**config.mk**
```make
export PLATFORM = sky130hd
export DESIGN_NAME = operand_sequencer_flat
export DESIGN_NICKNAME = d
export VERILOG_FILES = /design/src/rtl/operand_sequencer_if.sv /design/src/rtl/operand_sequencer.sv /design/src/flat_wrapper.sv
export SDC_FILE = /design/constraint.sdc
export NUM_CORES = 1
export LEC_CHECK = 0
export BUFFER_PORTS_ARGS = -buffer_cell sky130_fd_sc_hd__buf_2
export CAP_MARGIN = 40
export CORE_MARGIN = 2
export CORE_UTILIZATION = 55
export CTS_CLUSTER_SIZE = 40
export DETAILED_ROUTE_END_ITERATION = 7
export PLACE_DENSITY_LB_ADDON = 0.1
export REMOVE_ABC_BUFFERS = 1
export SLEW_MARGIN = 10
export SYNTH_ARGS = -nofsm -noshare
export SYNTH_HDL_FRONTEND = slang
export SYNTH_SLANG_ARGS = --single-unit
```
**constraint.sdc**
```tcl
create_clock -name clk -period 3.8 [get_ports clk]
set_clock_uncertainty 0.2 [all_clocks]
set_input_delay 0.57 -clock clk [delete_from_list [all_inputs] [get_ports clk]]
set_output_delay 0.57 -clock clk [all_outputs]
set_load 0.02 [all_outputs]
```
**src/rtl/operand_sequencer_if.sv**
```systemverilog
// Keypad-to-ALU bus for operand_sequencer: key events in, ALU operands out,
// ALU result back in, plus display/result status.
interface operand_sequencer_if;
  // key_valid is a one-cycle strobe with no back-pressure: the sequencer
  // consumes key_code on every clk edge where key_valid=1, in any state.
  logic              key_valid;
  logic [3:0]        key_code;
  logic signed [7:0] data_x;
  logic signed [7:0] data_y;
  logic              tula;
  logic signed [7:0] data_ula;
  logic              overflow;
  logic signed [7:0] disp_val;
  logic signed [7:0] result;
  logic              result_ovf;
  logic              result_valid;
  logic              entry_err;

  modport master (
    output key_valid, key_code, data_ula, overflow,
    input  data_x, data_y, tula, disp_val, result, result_ovf, result_valid, entry_err
  );

  modport slave (
    input  key_valid, key_code, data_ula, overflow,
    output data_x, data_y, tula, disp_val, result, result_ovf, result_valid, entry_err
  );
endinterface

```
**src/rtl/operand_sequencer.sv**
```systemverilog
// Assembles two signed decimal operands and an operator from keypad events and
// drives the add/sub ALU; OPSEQ_SATURATE_EN clamps overflowed results.
module operand_sequencer #(
    parameter int MAX_DIGITS = 3
) (
    input  logic                clk,
    input  logic                rst,
    operand_sequencer_if.slave  bus,
    output logic [1:0]          state_o
);

    localparam int CW = (MAX_DIGITS < 1) ? 1 : $clog2(MAX_DIGITS + 1);
    localparam logic [CW-1:0] CNT_MAX = CW'(MAX_DIGITS);
    localparam logic [CW-1:0] CNT_ONE = CW'(1);

    localparam logic [3:0] K_ADD = 4'hA;
    localparam logic [3:0] K_SUB = 4'hB;
    localparam logic [3:0] K_EQ  = 4'hC;
    localparam logic [3:0] K_CLR = 4'hD;
    localparam logic [3:0] K_NEG = 4'hE;

    // Debug encoding on state_o: 0 first operand, 1 second operand, 2 exec, 3 done.
    typedef enum logic [1:0] {
        S_A    = 2'd0,
        S_B    = 2'd1,
        S_EXEC = 2'd2,
        S_DONE = 2'd3
    } state_t;

    state_t          state_q;
    logic [6:0]      mag_q;
    logic            neg_q;
    logic [CW-1:0]   cnt_q;
    logic [7:0]      data_x_q;
    logic [7:0]      data_y_q;
    logic            tula_q;
    logic [7:0]      result_q;
    logic            result_ovf_q;
    logic            result_valid_q;
    logic            entry_err_q;

    logic [7:0]      disp_w;
    logic [10:0]     prod_w;
    logic            is_digit;
    logic            is_op;
    logic            digit_ok;
    logic [7:0]      result_d;

    always_comb begin
        disp_w   = neg_q ? (8'd0 - {1'b0, mag_q}) : {1'b0, mag_q};
        prod_w   = 11'(mag_q) * 11'd10 + 11'(bus.key_code);
        is_digit = (bus.key_code <= 4'd9);
        is_op    = (bus.key_code == K_ADD) || (bus.key_code == K_SUB);
        digit_ok = (prod_w <= 11'd127) && (cnt_q != CNT_MAX);
    end

    // On overflow the clamp direction follows the first operand's sign.
    always_comb begin
`ifdef OPSEQ_SATURATE_EN
        if (bus.overflow) begin
            result_d = data_y_q[7] ? 8'h80 : 8'h7F;
        end else begin
            result_d = bus.data_ula;
        end
`else
        result_d = bus.data_ula;
`endif
    end

    always_ff @(posedge clk or posedge rst) begin
        if (rst) begin
            state_q        <= S_A;
            mag_q          <= '0;
            neg_q          <= 1'b0;
            cnt_q          <= '0;
            data_x_q       <= '0;
            data_y_q       <= '0;
            tula_q         <= 1'b0;
            result_q       <= '0;
            result_ovf_q   <= 1'b0;
            result_valid_q <= 1'b0;
            entry_err_q    <= 1'b0;
        end else begin
            entry_err_q <= 1'b0;
            if (bus.key_valid && bus.key_code == K_CLR) begin
                state_q        <= S_A;
                mag_q          <= '0;
                neg_q          <= 1'b0;
                cnt_q          <= '0;
                data_x_q       <= '0;
                data_y_q       <= '0;
                tula_q         <= 1'b0;
                result_q       <= '0;
                result_ovf_q   <= 1'b0;
                result_valid_q <= 1'b0;
            end else begin
                case (state_q)
                    S_A, S_B: begin
                        if (bus.key_valid) begin
                            if (is_digit) begin
                                if (digit_ok) begin
                                    mag_q <= prod_w[6:0];
                                    cnt_q <= cnt_q + CNT_ONE;
                                end else begin
                                    entry_err_q <= 1'b1;
                                end
                            end else if (bus.key_code == K_NEG) begin
                                neg_q <= ~neg_q;
                            end else if (is_op) begin
                                tula_q <= (bus.key_code == K_SUB);
                                if (state_q == S_A) begin
                                    data_y_q <= disp_w;
                                    mag_q    <= '0;
                                    neg_q    <= 1'b0;
                                    cnt_q    <= '0;
                                    state_q  <= S_B;
                                end
                            end else if (bus.key_code == K_EQ) begin
                                if (state_q == S_A) begin
                                    entry_err_q <= 1'b1;
                                end else begin
                                    data_x_q <= disp_w;
                                    mag_q    <= '0;
                                    neg_q    <= 1'b0;
                                    cnt_q    <= '0;
                                    state_q  <= S_EXEC;
                                end
                            end
                        end
                    end
                    S_EXEC: begin
                        result_q       <= result_d;
                        result_ovf_q   <= bus.overflow;
                        result_valid_q <= 1'b1;
                        state_q        <= S_DONE;
                    end
                    S_DONE: begin
                        if (bus.key_valid) begin
                            if (is_digit) begin
                                mag_q          <= {3'b000, bus.key_code};
                                neg_q          <= 1'b0;
                                cnt_q          <= CNT_ONE;
                                result_valid_q <= 1'b0;
                                state_q        <= S_A;
                            end else if (is_op) begin
                                data_y_q       <= result_q;
                                tula_q         <= (bus.key_code == K_SUB);
                                result_valid_q <= 1'b0;
                                state_q        <= S_B;
                            end else if (bus.key_code == K_EQ) begin
                                data_y_q <= result_q;
                                state_q  <= S_EXEC;
                            end else if (bus.key_code == K_NEG) begin
                                entry_err_q <= 1'b1;
                            end
                        end
                    end
                    default: state_q <= S_A;
                endcase
            end
        end
    end

    assign bus.data_x       = data_x_q;
    assign bus.data_y       = data_y_q;
    assign bus.tula         = tula_q;
    assign bus.disp_val     = disp_w;
    assign bus.result       = result_q;
    assign bus.result_ovf   = result_ovf_q;
    assign bus.result_valid = result_valid_q;
    assign bus.entry_err    = entry_err_q;
    assign state_o          = state_q;

endmodule

```
**src/flat_wrapper.sv**
```systemverilog
// flat-port wrapper written by rule: the top's interface ports become plain ports
module operand_sequencer_flat 
#(
    parameter int MAX_DIGITS = 3
)
  (clk, rst, state_o, bus_key_valid, bus_key_code, bus_data_ula, bus_overflow, bus_data_x, bus_data_y, bus_tula, bus_disp_val, bus_result, bus_result_ovf, bus_result_valid, bus_entry_err);
  operand_sequencer_if bus_i ();
  input  logic clk;
  input  logic rst;
  output logic [1:0] state_o;
  input wire logic [$bits(bus_i.key_valid)-1:0] bus_key_valid;
  input wire logic [$bits(bus_i.key_code)-1:0] bus_key_code;
  input wire logic [$bits(bus_i.data_ula)-1:0] bus_data_ula;
  input wire logic [$bits(bus_i.overflow)-1:0] bus_overflow;
  output wire logic [$bits(bus_i.data_x)-1:0] bus_data_x;
  output wire logic [$bits(bus_i.data_y)-1:0] bus_data_y;
  output wire logic [$bits(bus_i.tula)-1:0] bus_tula;
  output wire logic [$bits(bus_i.disp_val)-1:0] bus_disp_val;
  output wire logic [$bits(bus_i.result)-1:0] bus_result;
  output wire logic [$bits(bus_i.result_ovf)-1:0] bus_result_ovf;
  output wire logic [$bits(bus_i.result_valid)-1:0] bus_result_valid;
  output wire logic [$bits(bus_i.entry_err)-1:0] bus_entry_err;
  assign bus_i.key_valid = bus_key_valid;
  assign bus_i.key_code = bus_key_code;
  assign bus_i.data_ula = bus_data_ula;
  assign bus_i.overflow = bus_overflow;
  assign bus_data_x = bus_i.data_x;
  assign bus_data_y = bus_i.data_y;
  assign bus_tula = bus_i.tula;
  assign bus_disp_val = bus_i.disp_val;
  assign bus_result = bus_i.result;
  assign bus_result_ovf = bus_i.result_ovf;
  assign bus_result_valid = bus_i.result_valid;
  assign bus_entry_err = bus_i.entry_err;
  operand_sequencer #(.MAX_DIGITS(MAX_DIGITS)) u_core (.clk(clk), .rst(rst), .bus(bus_i), .state_o(state_o));
endmodule
```
==> reports/summary.txt <==
status - finished, final reports clean
vias in the first global route - 2218
max frequency - 309 MHz
area occupied by registers - 1000 sq um
Synth top area share - 0.380
CTS tree - built
final WL - 6440 microns
core area - 4660 sq um
antenna viol nets, final - 0
leading area contributor after synthesis - dfrtp_1
final net count - 380
Worst EP required - 3770 ps
Ant. Diodes - 0
DR vias - 2336
clk slew on worst S/H paths - 80 ps
Num CTS Buffers - 5
port bufs - 53
fin cells - 401
Synth Area in Adders - 0.0864
Synth Cell Area - 2640 sq um
Root Driver - clkbuf_8
layout cell share with drive strength beyond 1 - 0.233
static leakage - 0.00147 uW
top cells by area, synth - dfrtp_1 38%, ha_1 7.1%, o21ai_0 5.3%
arrival time worst endpoint - 3210 ps
Via density - 5.83
Pwr Density - 884 nW/um^2
initial antenna violation count - 0
Yosys reg bits - 40
post-placement cell count - 394
Synth cell types - 54
Total GRT Usage - 0.256
drt pass-1 iters - 4
largest net degree at the start of global routing - 41
Crit Path Category - reg -> reg
most frequent cells in the layout - 53 x buf_2, 40 x dfrtp_1, 35 x nand2_1, 28 x o21ai_0, 26 x a21oi_1
Critical Path Source Type - flop
peak supply drop - 0.469 mV
asr flop ratio synth - 1.00
fin. max-slew vios - 0
Post-Syn Instances - 301
sequential-to-total area share from yosys stat - 0.380
synth warn - 0
DRT iter0 DRCs - 154
CTS H-tree lvls - 2
initial core utilization - 0.566
Fill cells - 410
min Tclk post-route - 3240 ps
CP max FO - 9
num rows - 25
Max Cap Viol - 0
WL/cell - 16.1 microns
RSZ-0062 raised after global routing - no
total power - 2650 uW
hold buffer count at CTS - 0
Worst Hold Class - in -> async
Die H - 73.2 microns
dpl hpwl - 4550 microns
final setup fails - 0
Hold Slack - 194 ps
setup TNS - 0 ps
post-synthesis mux area share - 0.0551
Compound-Gate Fraction of Synth Area - 0.207
gr ovfl total - 0
Rel. slew slack - 0.584
Die Footprint - 5360 sq um
Final Wtd Congestion - 0.828
Main synth FF type - dfrtp_1
Post-synth EDFFs - 0
post-synthesis xor/xnor area fraction - 0.0332
Clk Latency, worst-skew pair - 290 ps
chip width - 73.2 microns
CTS max path bufs - 2
Hold Vio Cnt, Final - 0
commonest non-fill, non-tap cell in the layout - buf_2
Setup Buffers After CTS - 0
Crit. End Element - flop
Final Cycle Share - 0.853
DRC - 0
first-pass GRT wire length - 10700 microns
worst slew pin tran - 623 ps
CTS sink cnt - 40
post_cts resized - 0
I/O pin cnt - 54
largest family of logic cells by synthesized area - compound AO/OA/AOI/OAI gates
area of the multi-input gates - 1460 sq um
Post-Synth Simple-Gate Area - 0.174
area grow syn2layout - 13.6%
synthesized area per cell - 8.76 sq um
sequential cells by signal, summed over array words and instances (netlist names), 2 cells and up:
register,flops
u_core.bus.data_x,8
u_core.bus.data_y,8
u_core.bus.result,8
u_core.mag_q,7
u_core.cnt_q,2
u_core.state_o,2
logic make-up (layout without fill, tap and decap cells):
logic type | Yosys count | count (layout)
AND/OR/NAND/NOR | 93 | 93
AO/OA/AOI/OAI | 87 | 87
buffers and inverters | 41 | 87
multiplexers | 13 | 13
adder cells (fa/ha/maj) | 17 | 17
XOR/XNOR | 10 | 10
flip-flops | 40 | 40
path summary, 6_finish.rpt:
path	slack (ps)	cells past startpoint	endpoint	from
max	560	10	u_core.mag_q[6]	u_core.mag_q[1]
min	190	3	u_core.bus.data_x[7]	rst
max reg2reg	560	10	u_core.mag_q[6]	u_core.mag_q[1]
min reg2reg	290	2	u_core.bus.data_x[3]	u_core.bus.data_x[3]
max in group asynchronous	2840	3	u_core.mag_q[1]	rst
min in group clk	290	2	u_core.bus.data_x[3]	u_core.bus.data_x[3]
metal layers:
metal	vias up	track usage	wire length [microns]
li1	1152	-	-
met5	-	0	0
met4	0	0.0576	27
met3	2	0.0470	289
met1	1126	0.350	2940
met2	56	0.423	3190
worst max-delay path: stages (launching register included):
cell      delay [ps]
dfrtp_1          490
ha_1             340
ha_1             230
inv_1             80
fa_1             440
nand2b_1         200
nor2_1            90
and4_1           200
o211ai_2         120
a21oi_4          360
mux2_2           390
report_power, final:
group          internal (uW)  switching, uW  leakage, uW
registers                593            199     0.000509
clock network            125            153    0.0000400
logic                    630            947     0.000924
stage by stage:
| step | setup slack [ps] | util | cell area (sq um) |
|---|---|---|---|
| 3_3_place_gp | 657 | 0.625 | 2910 |
| 5_1_grt | 409 | 0.643 | 3000 |
| 3_5_place_dp | 554 | 0.625 | 2910 |
| 2_1_floorplan | 825 | - | 2550 |
| 6_report | 559 | 0.643 | 3000 |
| 4_1_cts | 549 | 0.643 | 3000 |
cell usage after synthesis, types with 5 or more instances:
cell type / count
dfrtp_1: 40
nand2_1: 35
o21ai_0: 28
a21oi_1: 26
inv_1: 23
nor2_1: 16
ha_1: 15
nand3_1: 13
clkbuf_1: 10
mux2_2: 8
xor2_1: 6
buf_2: 5
area by class of cell:
class | count | share of cell area
clock buffers | 5 | 0.0230
clock inverters | 2 | 0.00418
inverters | 23 | 0.0288
multi-input cells | 220 | 0.489
flip-flops and latches | 40 | 0.334
well taps | 54 | 0.0226
repair buffers | 57 | 0.0986
Note: power is estimated with default switching activity, not from simulation.
